## src/rtl/oh_arbmux_pkg.sv

```systemverilog
// Shared constants and helpers for the one-hot round-robin arbiter/mux.
// Default channel width/count and the log2 helper used to size the pointer.
package oh_arbmux_pkg;

  localparam int DEF_N = 32;
  localparam int DEF_M = 4;

  function automatic int clog2(input int v);
    int r;
    r = 0;
    while ((1 << r) < v) r++;
    return r;
  endfunction

endpackage

```

## src/rtl/oh_arbiter_rr.sv

```systemverilog
// Combinational round-robin arbiter: one-hot grant of the lowest requester at
// or above ptr, otherwise the lowest requester below ptr.
module oh_arbiter_rr
  import oh_arbmux_pkg::*;
#(
  parameter int M  = DEF_M,
  parameter int PW = clog2(M)
) (
  input  logic [M-1:0]  req,
  input  logic [PW-1:0] ptr,
  output logic [M-1:0]  grant
);

  logic [M-1:0] hi_req;
  logic         hi_found;
  logic         lo_found;

  always_comb begin
    grant    = '0;
    hi_req   = '0;
    hi_found = 1'b0;
    lo_found = 1'b0;
    for (int i = 0; i < M; i++) hi_req[i] = req[i] && (i >= int'(ptr));
    for (int i = 0; i < M; i++) begin
      if (hi_req[i] && !hi_found) begin
        grant[i] = 1'b1;
        hi_found = 1'b1;
      end
    end
    // Nothing at or above ptr: wrap to the lowest requester overall.
    if (!hi_found) begin
      for (int i = 0; i < M; i++) begin
        if (req[i] && !lo_found) begin
          grant[i] = 1'b1;
          lo_found = 1'b1;
        end
      end
    end
  end

endmodule

```

## src/rtl/oh_arbmux.sv

```systemverilog
// Round-robin M:1 arbiter/mux with a single registered output stage.
// Define OH_ARBMUX_LOCK_EN to add packet lock (in_last / out_last ports).
module oh_arbmux
  import oh_arbmux_pkg::*;
#(
  parameter int N = DEF_N,
  parameter int M = DEF_M
) (
  input  logic           clk,
  input  logic           reset,
  input  logic [M-1:0]   in_valid,
  input  logic [M*N-1:0] in_data,
  output logic [M-1:0]   in_ready,
  output logic           out_valid,
  output logic [N-1:0]   out_data,
  output logic [M-1:0]   out_sel,
  input  logic           out_ready
`ifdef OH_ARBMUX_LOCK_EN
  ,
  input  logic [M-1:0]   in_last,
  output logic           out_last
`endif
);

  localparam int PW = clog2(M);

  logic [PW-1:0] ptr;
  logic [PW-1:0] ptr_nxt_p0;
  logic [M-1:0]  arb_grant;
  logic [M-1:0]  grant_p0;
  logic          open_p0;
  logic          xfer_p0;
  logic [N-1:0]  mux_data_p0;
`ifdef OH_ARBMUX_LOCK_EN
  logic          lock;
  logic [M-1:0]  lock_sel;
  logic          last_p0;
`endif

  oh_arbiter_rr #(.M(M), .PW(PW)) u_arb (
    .req   (in_valid),
    .ptr   (ptr),
    .grant (arb_grant)
  );

  // Stage p0: grant, handshake and one-hot AND-OR select
  always_comb begin
`ifdef OH_ARBMUX_LOCK_EN
    grant_p0 = lock ? (lock_sel & in_valid) : arb_grant;
    last_p0  = |(in_ready & in_last);
`else
    grant_p0 = arb_grant;
`endif
    open_p0     = !out_valid || out_ready;
    in_ready    = grant_p0 & {M{open_p0 && !reset}};
    xfer_p0     = |in_ready;
    mux_data_p0 = '0;
    ptr_nxt_p0  = ptr;
    for (int i = 0; i < M; i++) begin
      mux_data_p0 = mux_data_p0 | (in_data[i*N +: N] & {N{in_ready[i]}});
      if (in_ready[i]) ptr_nxt_p0 = (i == M-1) ? '0 : PW'(i + 1);
    end
  end

  // Stage p1: output register, pointer and lock state
  always_ff @(posedge clk) begin
    if (reset) begin
      out_valid <= 1'b0;
      out_data  <= '0;
      out_sel   <= '0;
      ptr       <= '0;
`ifdef OH_ARBMUX_LOCK_EN
      out_last  <= 1'b0;
      lock      <= 1'b0;
      lock_sel  <= '0;
`endif
    end else if (xfer_p0) begin
      out_valid <= 1'b1;
      out_data  <= mux_data_p0;
      out_sel   <= in_ready;
`ifdef OH_ARBMUX_LOCK_EN
      out_last  <= last_p0;
      lock      <= !last_p0;
      lock_sel  <= in_ready;
      // Pointer advances only once the packet completes.
      if (last_p0) ptr <= ptr_nxt_p0;
`else
      ptr       <= ptr_nxt_p0;
`endif
    end else if (open_p0) begin
      out_valid <= 1'b0;
    end
  end

endmodule

```

## config.mk

```make
export PLATFORM = sky130hd
export DESIGN_NAME = oh_arbmux
export DESIGN_NICKNAME = d
export VERILOG_FILES = /design/src/rtl/oh_arbmux_pkg.sv /design/src/rtl/oh_arbiter_rr.sv /design/src/rtl/oh_arbmux.sv
export SDC_FILE = /design/constraint.sdc
export NUM_CORES = 1
export LEC_CHECK = 0
export BUFFER_PORTS_ARGS = -buffer_cell sky130_fd_sc_hd__buf_2
export CAP_MARGIN = 15
export CORE_AREA = 2 2 86 88
export DETAILED_ROUTE_END_ITERATION = 8
export DIE_AREA = 0 0 88 90
export PLACE_DENSITY = 0.72
export SLEW_MARGIN = 20
export SYNTH_ARGS = -nofsm -noshare
export SYNTH_HDL_FRONTEND = slang
export SYNTH_HIERARCHICAL = 1
export SYNTH_SLANG_ARGS = --single-unit
```

## constraint.sdc

```tcl
create_clock -name clk -period 2.68 [get_ports clk]
set_input_delay 0.804 -clock clk [delete_from_list [all_inputs] [get_ports clk]]
set_output_delay 0.804 -clock clk [all_outputs]
set_load 0.05 [all_outputs]
```

==> flow_summary.yaml, run 1 <==
clocking:
  clock_path_buffers: 2
  cts_tree: "yes"
  numClockSinks: 39
  cts_hold_buf: 0
  cts_buffers: 5
  cts_root_buffer: "clkbuf_8"
  htreeDepth: 2
  insertion_delay_ns: 0.29
  clkTransAtPathRegs_ns: 0.08
finish:
  layout_common_cells: "buf_2, a22oi_1, dfxtp_1"
  areaGrowthSynthToFinish_pct: 45.6
  layout-drive-gt1-share: 0.586
  antenna_cells: 0
  layout_commonest_cell: "buf_2"
  post-route-util: 0.495
  nets: 547
critical_path:
  slowest_stage: "o311a_1"
  crit_buf_inv: 2
  worstPathMaxFanout: 4
  crit_chain: "buf_2 -> nor2b_4 -> nor2_1 -> o311a_1 -> and3_4 -> buf_6"
  endpoint_kind: "output port"
  critPathKind: "in -> out"
  start_kind: "input pin"
  critical_path.top_delay_family: "compound AO/OA/AOI/OAI gates"
  cp.required_ns: 1.88
  critPathArrivalTime_ns: 1.85
  max_stage_delay_ns: 0.39
routing:
  drt_first_pass_iters: 5
  wl_um: 8290
  drc_errors: 0
  vias: 2832
  via_per_inst: 5.53
  wl_met2_um: 4230
  met3_length_um: 584
  wl_met1_um: 3350
  antenna_left: 0
  drtIter0Drc: 141
  wire_per_inst_um: 16.2
  routed.top_layer: "met4"
logic_synthesis:
  synth-async-reset-ratio: 0
  syn_nets: 383
  yosys_warnings: 6
  ys.flop_type: "dfxtp_1"
  syn-cell-area_um2: 2390
  synth-edff-count: 0
  ys_ff_latch: 39
  syn_inst: 248
  avgSynthCellArea_um2: 9.62
  yosys.cell_types.count: 28
  yosysSeqAreaShare: 0.327
pwr:
  p_seq_frac: 0.336
  peakVddDrop_uv: 254
  netSwitchingPower_uw: 857
  combPwrFrac: 0.451
  power_frac_clock: 0.213
  powerDensity_nw_per_um2: 595
  intPower_mw: 1.21
  leakagePower_nw: 1.54
  swShare: 0.414
  power_mw: 2.07
sta:
  whs_ns: 0.464
  fmax_mhz: 377
  period_share: 0.990
  min_period_ns: 2.65
  relSlewSlack: 0.617
  postLayoutSetupSlackWorst_ns: 0.0262
  hold_violations: 0
  setup_viol: 0
  final.setup_skew_ns: 0.00594
  slew_viol_final: 0
  tightest_slew_ns: 0.575
floorplan:
  die_x_um: 88
  die-area_um2: 7920
  fp.dieH_um: 90
  rows: 31
  io_pins: 176
  fp.coreArea_um2: 7020
  start_util: 0.340
place:
  post-place-ws_ns: -0.0847
  io_buffers: 175
  dp_hpwl_um: 6060
  gp_congestion: 0.805
global_routing:
  antenna_found_initial: 0
  grt_pass1_wl_um: 12500
  grt_max_degree: 38
  grt-ovfl-total: 0
  grt_usage: 0.195
  grt_pass1_vias: 2632
run_status:
  status: "finished clean"
worst_hold_path:
  holdCritPathClass: "reg -> reg"
run:
  cap_violations: 0
-- kinds of logic (layout without fill, tap and decap cells) --
logic type	Yosys count	count (layout)	synth area share
compound gates	145	145	0.535
simple gates	23	23	0.0545
flops	39	39	0.327
buf+inv	41	206	0.0834
-- synthesized netlist by cell type (3+ instances only) --
cell	n	area, µm²
inv_1	4	15.0
clkbuf_1	28	105
a22oi_1	64	480
a311oi_2	30	450
a31oi_1	33	206
a21o_1	3	22.5
nor3_1	4	20.0
and3_1	4	25.0
buf_6	6	67.6
dfxtp_1	39	781
a21oi_1	3	15.0
o21ai_0	3	15.0
nor2_1	8	30.0
-- flip-flops by register name (all words and copies together) (netlist names) --
name and count:
out_data 32, ptr 2, out_sel 4, out_valid 1
-- power groups by stage --
stage          registers [mW]  logic, mW  clock network (mW)
4_1_cts                 0.692      0.920               0.457
5_1_grt                 0.704      0.990               0.476
2_1_floorplan           0.944      0.425                   0
6_report                0.695      0.933               0.441
3_3_place_gp            0.702      0.904                   0
3_5_place_dp            0.705      0.916                   0
-- final timing paths --
check,slack [ns],startpoint,endpoint,depth (start not counted)
hold / removal,0.46,out_sel[1]$_SDFFE_PP0P_,out_sel[1]$_SDFFE_PP0P_,1
setup / recovery,0.03,in_valid[2],in_ready[0],6
hold reg to reg,0.46,out_sel[1]$_SDFFE_PP0P_,out_sel[1]$_SDFFE_PP0P_,1
setup reg to reg,0.37,ptr[0]$_SDFFE_PP0P_,out_sel[0]$_SDFFE_PP0P_,8
-- stage by stage --
stage	instance area, µm²	cells	setup TNS, ns
after floorplan	2390	248	0
after global placement	3340	503	-0.0103
after detailed placement	3340	503	-1.84
after CTS	3440	511	0
after global routing	3470	512	-0.0000711
final	3470	512	0
-- area by class of cell --
type                       count  area, µm²
sequential                    39        782
multi-input combinational    168       1420
timing repair buffer         193       1030
fill                         671       3550
tap                           99        124
clock buffer                   8        100
inverter                       5       18.8
-- layer usage --
metal / GRT usage / vias to the layer above
met5: 0 / -
met4: 0.0500 / 0
met3: 0.0432 / 12
met2: 0.343 / 140
met1: 0.235 / 1321
li1: - / 1359
-- repair_timing --
item,CTS,global route
pin swaps,0,1
gates resized for setup,2,9
gates cloned,0,0
setup endpoints to repair,2,3
setup buffers,0,1
Note: power is estimated with default switching activity, not from simulation.
==> inputs of run 2 (changes only) <==
==> constraint.sdc (replaced) <==
create_clock -name clk -period 2.68 [get_ports clk]
set_input_delay 0.804 -clock clk [delete_from_list [all_inputs] [get_ports clk]]
set_output_delay 0.804 -clock clk [all_outputs]
set_load 0.1 [all_outputs]
==> run 2 against run 1 <==
Final area is 0.86% higher. Combinational power increased by 30%. Register-to-register slack better by 0.09 ns. Clock-buffer cell count shrank 2. First-iteration DRC count shrank 13%. Critical path type unchanged. Largest cell class unchanged. Largest power group unchanged. Non-clock buffer count decreased by 1. Die area unchanged. Utilization rose by 0.43 points. Critical endpoint unchanged. Cell count down 0.20%. Wire length fell by 0.86%. Clock power is 9.1% lower. Power rose by 12%.
==> flow_summary.yaml, run 2 (synthesis gave the netlist of run 1 again) <==
critical_path:
  start_kind: "input pin"
  critPathKind: "in -> out"
  worstPathMaxFanout: 4
  r2r_cells: 6
  r2r-start: "ptr[1]$_SDFFE_PP0P_"
  cp.required_ns: 1.88
  r2r_setup_slack_ns: 0.46
  critPathArrivalTime_ns: 1.85
  endpoint_kind: "output port"
  r2r-end: "out_data[10]$_SDFFE_PP0P_"
finish:
  antenna_cells: 0
  layout-drive-gt1-share: 0.595
  layout_commonest_cell: "buf_2"
  regMostFlops: "out_data"
  areaGrowthSynthToFinish_pct: 46.9
  fin_area_um2: 3500
  largest_reg_flops: 32
  nets: 546
  largest_registers: "out_data (32), out_sel (4), ptr (2)"
  layout_common_cells: "buf_2, a22oi_1, dfxtp_1"
clocking:
  cts_root_buffer: "clkbuf_8"
  clkTransAtPathRegs_ns: 0.08
  insertion_delay_ns: 0.29
  cts_tree: "yes"
  htreeDepth: 2
  cts_hold_buf: 0
  cts_buffers: 5
  clock_path_buffers: 2
  numClockSinks: 39
worst_hold_path:
  hold_path_end: "out_sel[1]$_SDFFE_PP0P_"
  min_from: "out_sel[1]$_SDFFE_PP0P_"
  hold_depth: 1
  holdCritPathClass: "reg -> reg"
place:
  gp_congestion: 0.804
  dp_hpwl_um: 6170
  io_buffers: 175
  post_dp_cell_area_um2: 3400
  post-place-ws_ns: -0.00537
routing:
  drtIter0Drc: 123
  drt_first_pass_iters: 5
  vias: 2822
  wl_um: 8220
  wire_per_inst_um: 16.1
  drc_errors: 0
  antenna_left: 0
  via_per_inst: 5.52
floorplan:
  rows: 31
  die_x_um: 88
  start_util: 0.340
  io_pins: 176
  fp.coreArea_um2: 7020
  die-area_um2: 7920
  fp.dieH_um: 90
sta:
  hold_violations: 0
  final.setup_skew_ns: 0.00377
  fmax_mhz: 377
  postLayoutSetupSlackWorst_ns: 0.0248
  period_share: 0.991
  tightest_slew_ns: 0.580
  relSlewSlack: 0.613
  min_period_ns: 2.66
  slew_viol_final: 0
  setup_viol: 0
  rsz0062_at_grt: "true"
global_routing:
  grt_pass1_wl_um: 13100
  grt_max_degree: 38
  grt_usage: 0.204
  grt-ovfl-total: 0
  grt_pass1_vias: 2704
  antenna_found_initial: 0
run:
  cap_violations: 0
pwr:
  power_frac_clock: 0.174
  swShare: 0.496
  intPower_mw: 1.16
  peakVddDrop_uv: 224
  leakagePower_nw: 1.52
  combPwrFrac: 0.526
  powerDensity_nw_per_um2: 659
  p_seq_frac: 0.300
  netSwitchingPower_mw: 1.15
run_status:
  status: "finished clean"
run 2: cell type report:
cell class,instances,area [µm²]
fillers,678,3520
multi-input cells,168,1430
repair buffers,192,1060
flip-flops and latches,39,782
well taps,99,124
clock buffers,6,72.6
inverters,5,22.5
clock inverters,2,12.5
run 2: metrics by stage:
stage / setup TNS (ns) / hold slack (ns) / util / power (mW) / cells
4_1_cts: 0 / 0.455 / 0.497 / 2.32 / 510
3_5_place_dp: -0.00537 / 0.435 / 0.484 / 1.91 / 502
6_report: 0 / 0.452 / 0.499 / 2.31 / 511
5_1_grt: -0.0214 / 0.471 / 0.499 / 2.42 / 511
3_3_place_gp: 0 / 0.432 / 0.484 / 1.90 / 502
2_1_floorplan: -0.174 / 0.622 / - / 1.64 / 248
run 2: how the worst max path moves through the flow:
stage / start / endpoint
2_1_floorplan: in_valid[2] / in_ready[0]
3_3_place_gp: in_valid[2] / in_ready[1]
3_5_place_dp: in_valid[2] / in_ready[1]
4_1_cts: in_valid[2] / in_ready[1]
5_1_grt: in_valid[2] / in_ready[0]
6_report: in_valid[2] / in_ready[0]
run 2: power by group through the flow:
stage          clock (mW)  combinational, mW  sequential [mW]
2_1_floorplan           0              0.440             1.20
3_3_place_gp            0               1.20            0.702
3_5_place_dp            0               1.21            0.705
4_1_cts             0.416               1.21            0.693
5_1_grt             0.440               1.28            0.702
6_report            0.401               1.21            0.692
run 2: critical path: stages:
cell and delay [ns]:
buf_2 0.08, nor2b_2 0.15, nor2_1 0.06, o311a_1 0.39
and3_4 0.21, buf_12 0.16
run 2: repair_timing:
item	CTS	global route
gates resized for setup	1	2
setup buffers	0	1
pin swaps	0	1
endpoints found under the setup margin	1	2
run 2: routing by layer:
metal / GRT usage / wire (µm) / vias up / part of all wire
met4: 0.0667 / 142 / 0 / 0.017
met1: 0.256 / 3370 / 1316 / 0.41
met2: 0.345 / 4160 / 132 / 0.51
met3: 0.0395 / 545 / 12 / 0.066
met5: 0 / 0 / - / 0
li1: - / - / 1362 / -
==> inputs of run 3 (changes only) <==
--- a/config.mk
+++ b/config.mk
@@ -10,7 +10,7 @@
 export CORE_AREA = 2 2 86 88
 export DETAILED_ROUTE_END_ITERATION = 8
 export DIE_AREA = 0 0 88 90
-export PLACE_DENSITY = 0.72
+export PLACE_DENSITY = 0.7
 export SLEW_MARGIN = 20
 export SYNTH_ARGS = -nofsm -noshare
 export SYNTH_HDL_FRONTEND = slang
==> constraint.sdc (replaced) <==
create_clock -name clk -period 3.25 [get_ports clk]
set_input_delay 0.975 -clock clk [delete_from_list [all_inputs] [get_ports clk]]
set_output_delay 0.975 -clock clk [all_outputs]
set_load 0.1 [all_outputs]
==> run 3 against run 2 <==
Clock-buffer cell count unchanged. Non-clock buffer count decreased by 4. Critical path depth increased by 1. Sequential share of layout area increased by 0.29 points. First-iteration DRC count decreased by 1.6%. Highest routed layer unchanged.
==> flow_summary.yaml, run 3 (synthesis gave the netlist of run 1 again) <==
run_status:
  status: "finished clean"
floorplan:
  fp.coreArea_um2: 7020
  rows: 31
  fp.dieH_um: 90
  start_util: 0.340
  die-area_um2: 7920
  die_x_um: 88
  io_pins: 176
clocking:
  cts_tree: "yes"
  insertion_delay_ns: 0.28
  htreeDepth: 2
  cts_root_buffer: "clkbuf_8"
  cts_resized: 0
  cts_buffers: 5
  clock_path_buffers: 2
  clkTransAtPathRegs_ns: 0.08
  cts_hold_buf: 0
  postCtsSetupRepairBufs: 0
  numClockSinks: 39
sta:
  setup_viol: 0
  rsz0062_at_grt: "false"
  slew_viol_final: 0
  min_period_ns: 3.07
  relSlewSlack: 0.616
  whs_ns: 0.460
  tightest_slew_ns: 0.576
  hold_violations: 0
  setup_tns_ns: 0
  final.setup_skew_ns: 0.00298
  fmax_mhz: 326
  period_share: 0.944
routing:
  wl_um: 8140
  via_per_inst: 5.52
  vias: 2800
  drc_errors: 0
  drtIter0Drc: 121
  drt_first_pass_iters: 4
  antenna_left: 0
  wire_per_inst_um: 16.1
worst_hold_path:
  holdCritPathClass: "reg -> reg"
  hold_depth: 1
finish:
  layout_common_cells: "buf_2, a22oi_1, dfxtp_1"
  largest_reg_flops: 32
  layout_commonest_cell: "buf_2"
  layout-drive-gt1-share: 0.578
  nets: 542
  regMostFlops: "out_data"
  areaGrowthSynthToFinish_pct: 44.8
  antenna_cells: 0
  largest_registers: "out_data (32), out_sel (4), ptr (2)"
  fin_area_um2: 3450
global_routing:
  grt_usage: 0.204
  antenna_found_initial: 0
  grt-ovfl-total: 0
  grt_pass1_wl_um: 13100
  grt_max_degree: 38
  grt_pass1_vias: 2757
critical_path:
  start_kind: "input pin"
  critPathKind: "in -> out"
  endpoint_kind: "output port"
  worstPathMaxFanout: 4
  cp.required_ns: 2.27
  critPathArrivalTime_ns: 2.09
  r2r_cells: 6
place:
  gp_congestion: 0.797
  io_buffers: 175
  dp_hpwl_um: 5980
  post_dp_cell_area_um2: 3370
pwr:
  leakagePower_nw: 1.51
  peakVddDrop_uv: 210
  power_mw: 1.89
  powerDensity_nw_per_um2: 546
run:
  cap_violations: 0
[run 3: where the power goes]
part / internal [mW] / total [mW] / switching [mW] / leakage (nW)
clock network: 0.150 / 0.325 / 0.174 / 0.0412
logic: 0.262 / 0.989 / 0.728 / 1.15
registers: 0.538 / 0.572 / 0.0341 / 0.322
[run 3: worst paths after layout]
kind,start,endpoint,slack (ns)
max,in_valid[2],in_ready[1],0.18
min,out_sel[0]$_SDFFE_PP0P_,out_sel[0]$_SDFFE_PP0P_,0.46
max reg2reg,ptr[1]$_SDFFE_PP0P_,out_data[21]$_SDFFE_PP0P_,1.04
min reg2reg,out_sel[0]$_SDFFE_PP0P_,out_sel[0]$_SDFFE_PP0P_,0.46
[run 3: final cells by class]
cell class | count | area, µm²
Multi-Input combinational cell | 168 | 1410
Tap cell | 99 | 124
Fill cell | 672 | 3570
Clock inverter | 2 | 12.5
Sequential cell | 39 | 781
Clock buffer | 6 | 72.6
Timing Repair Buffer | 188 | 1030
Inverter | 5 | 18.8
[run 3: routing by layer]
layer	vias up	wire length, µm	GRT usage
met4	0	70	0.0513
met1	1314	3390	0.259
met3	6	616	0.0478
li1	1356	-	-
met2	124	4070	0.344
met5	-	0	0
[run 3: per-stage QoR]
stage | instances | worst slack, ns | util
after floorplan | 248 | 0.0468 | -
after global placement | 499 | 0.230 | 0.480
after detailed placement | 499 | 0.194 | 0.480
after CTS | 507 | 0.188 | 0.492
after global routing | 507 | 0.0894 | 0.492
final | 507 | 0.182 | 0.492
[run 3: worst max-delay path, stage by stage]
cell,delay (ns)
buf_2,0.12
nor2b_2,0.15
o21ai_0,0.14
and3_1,0.25
nand3_1,0.12
inv_1,0.15
buf_12,0.19
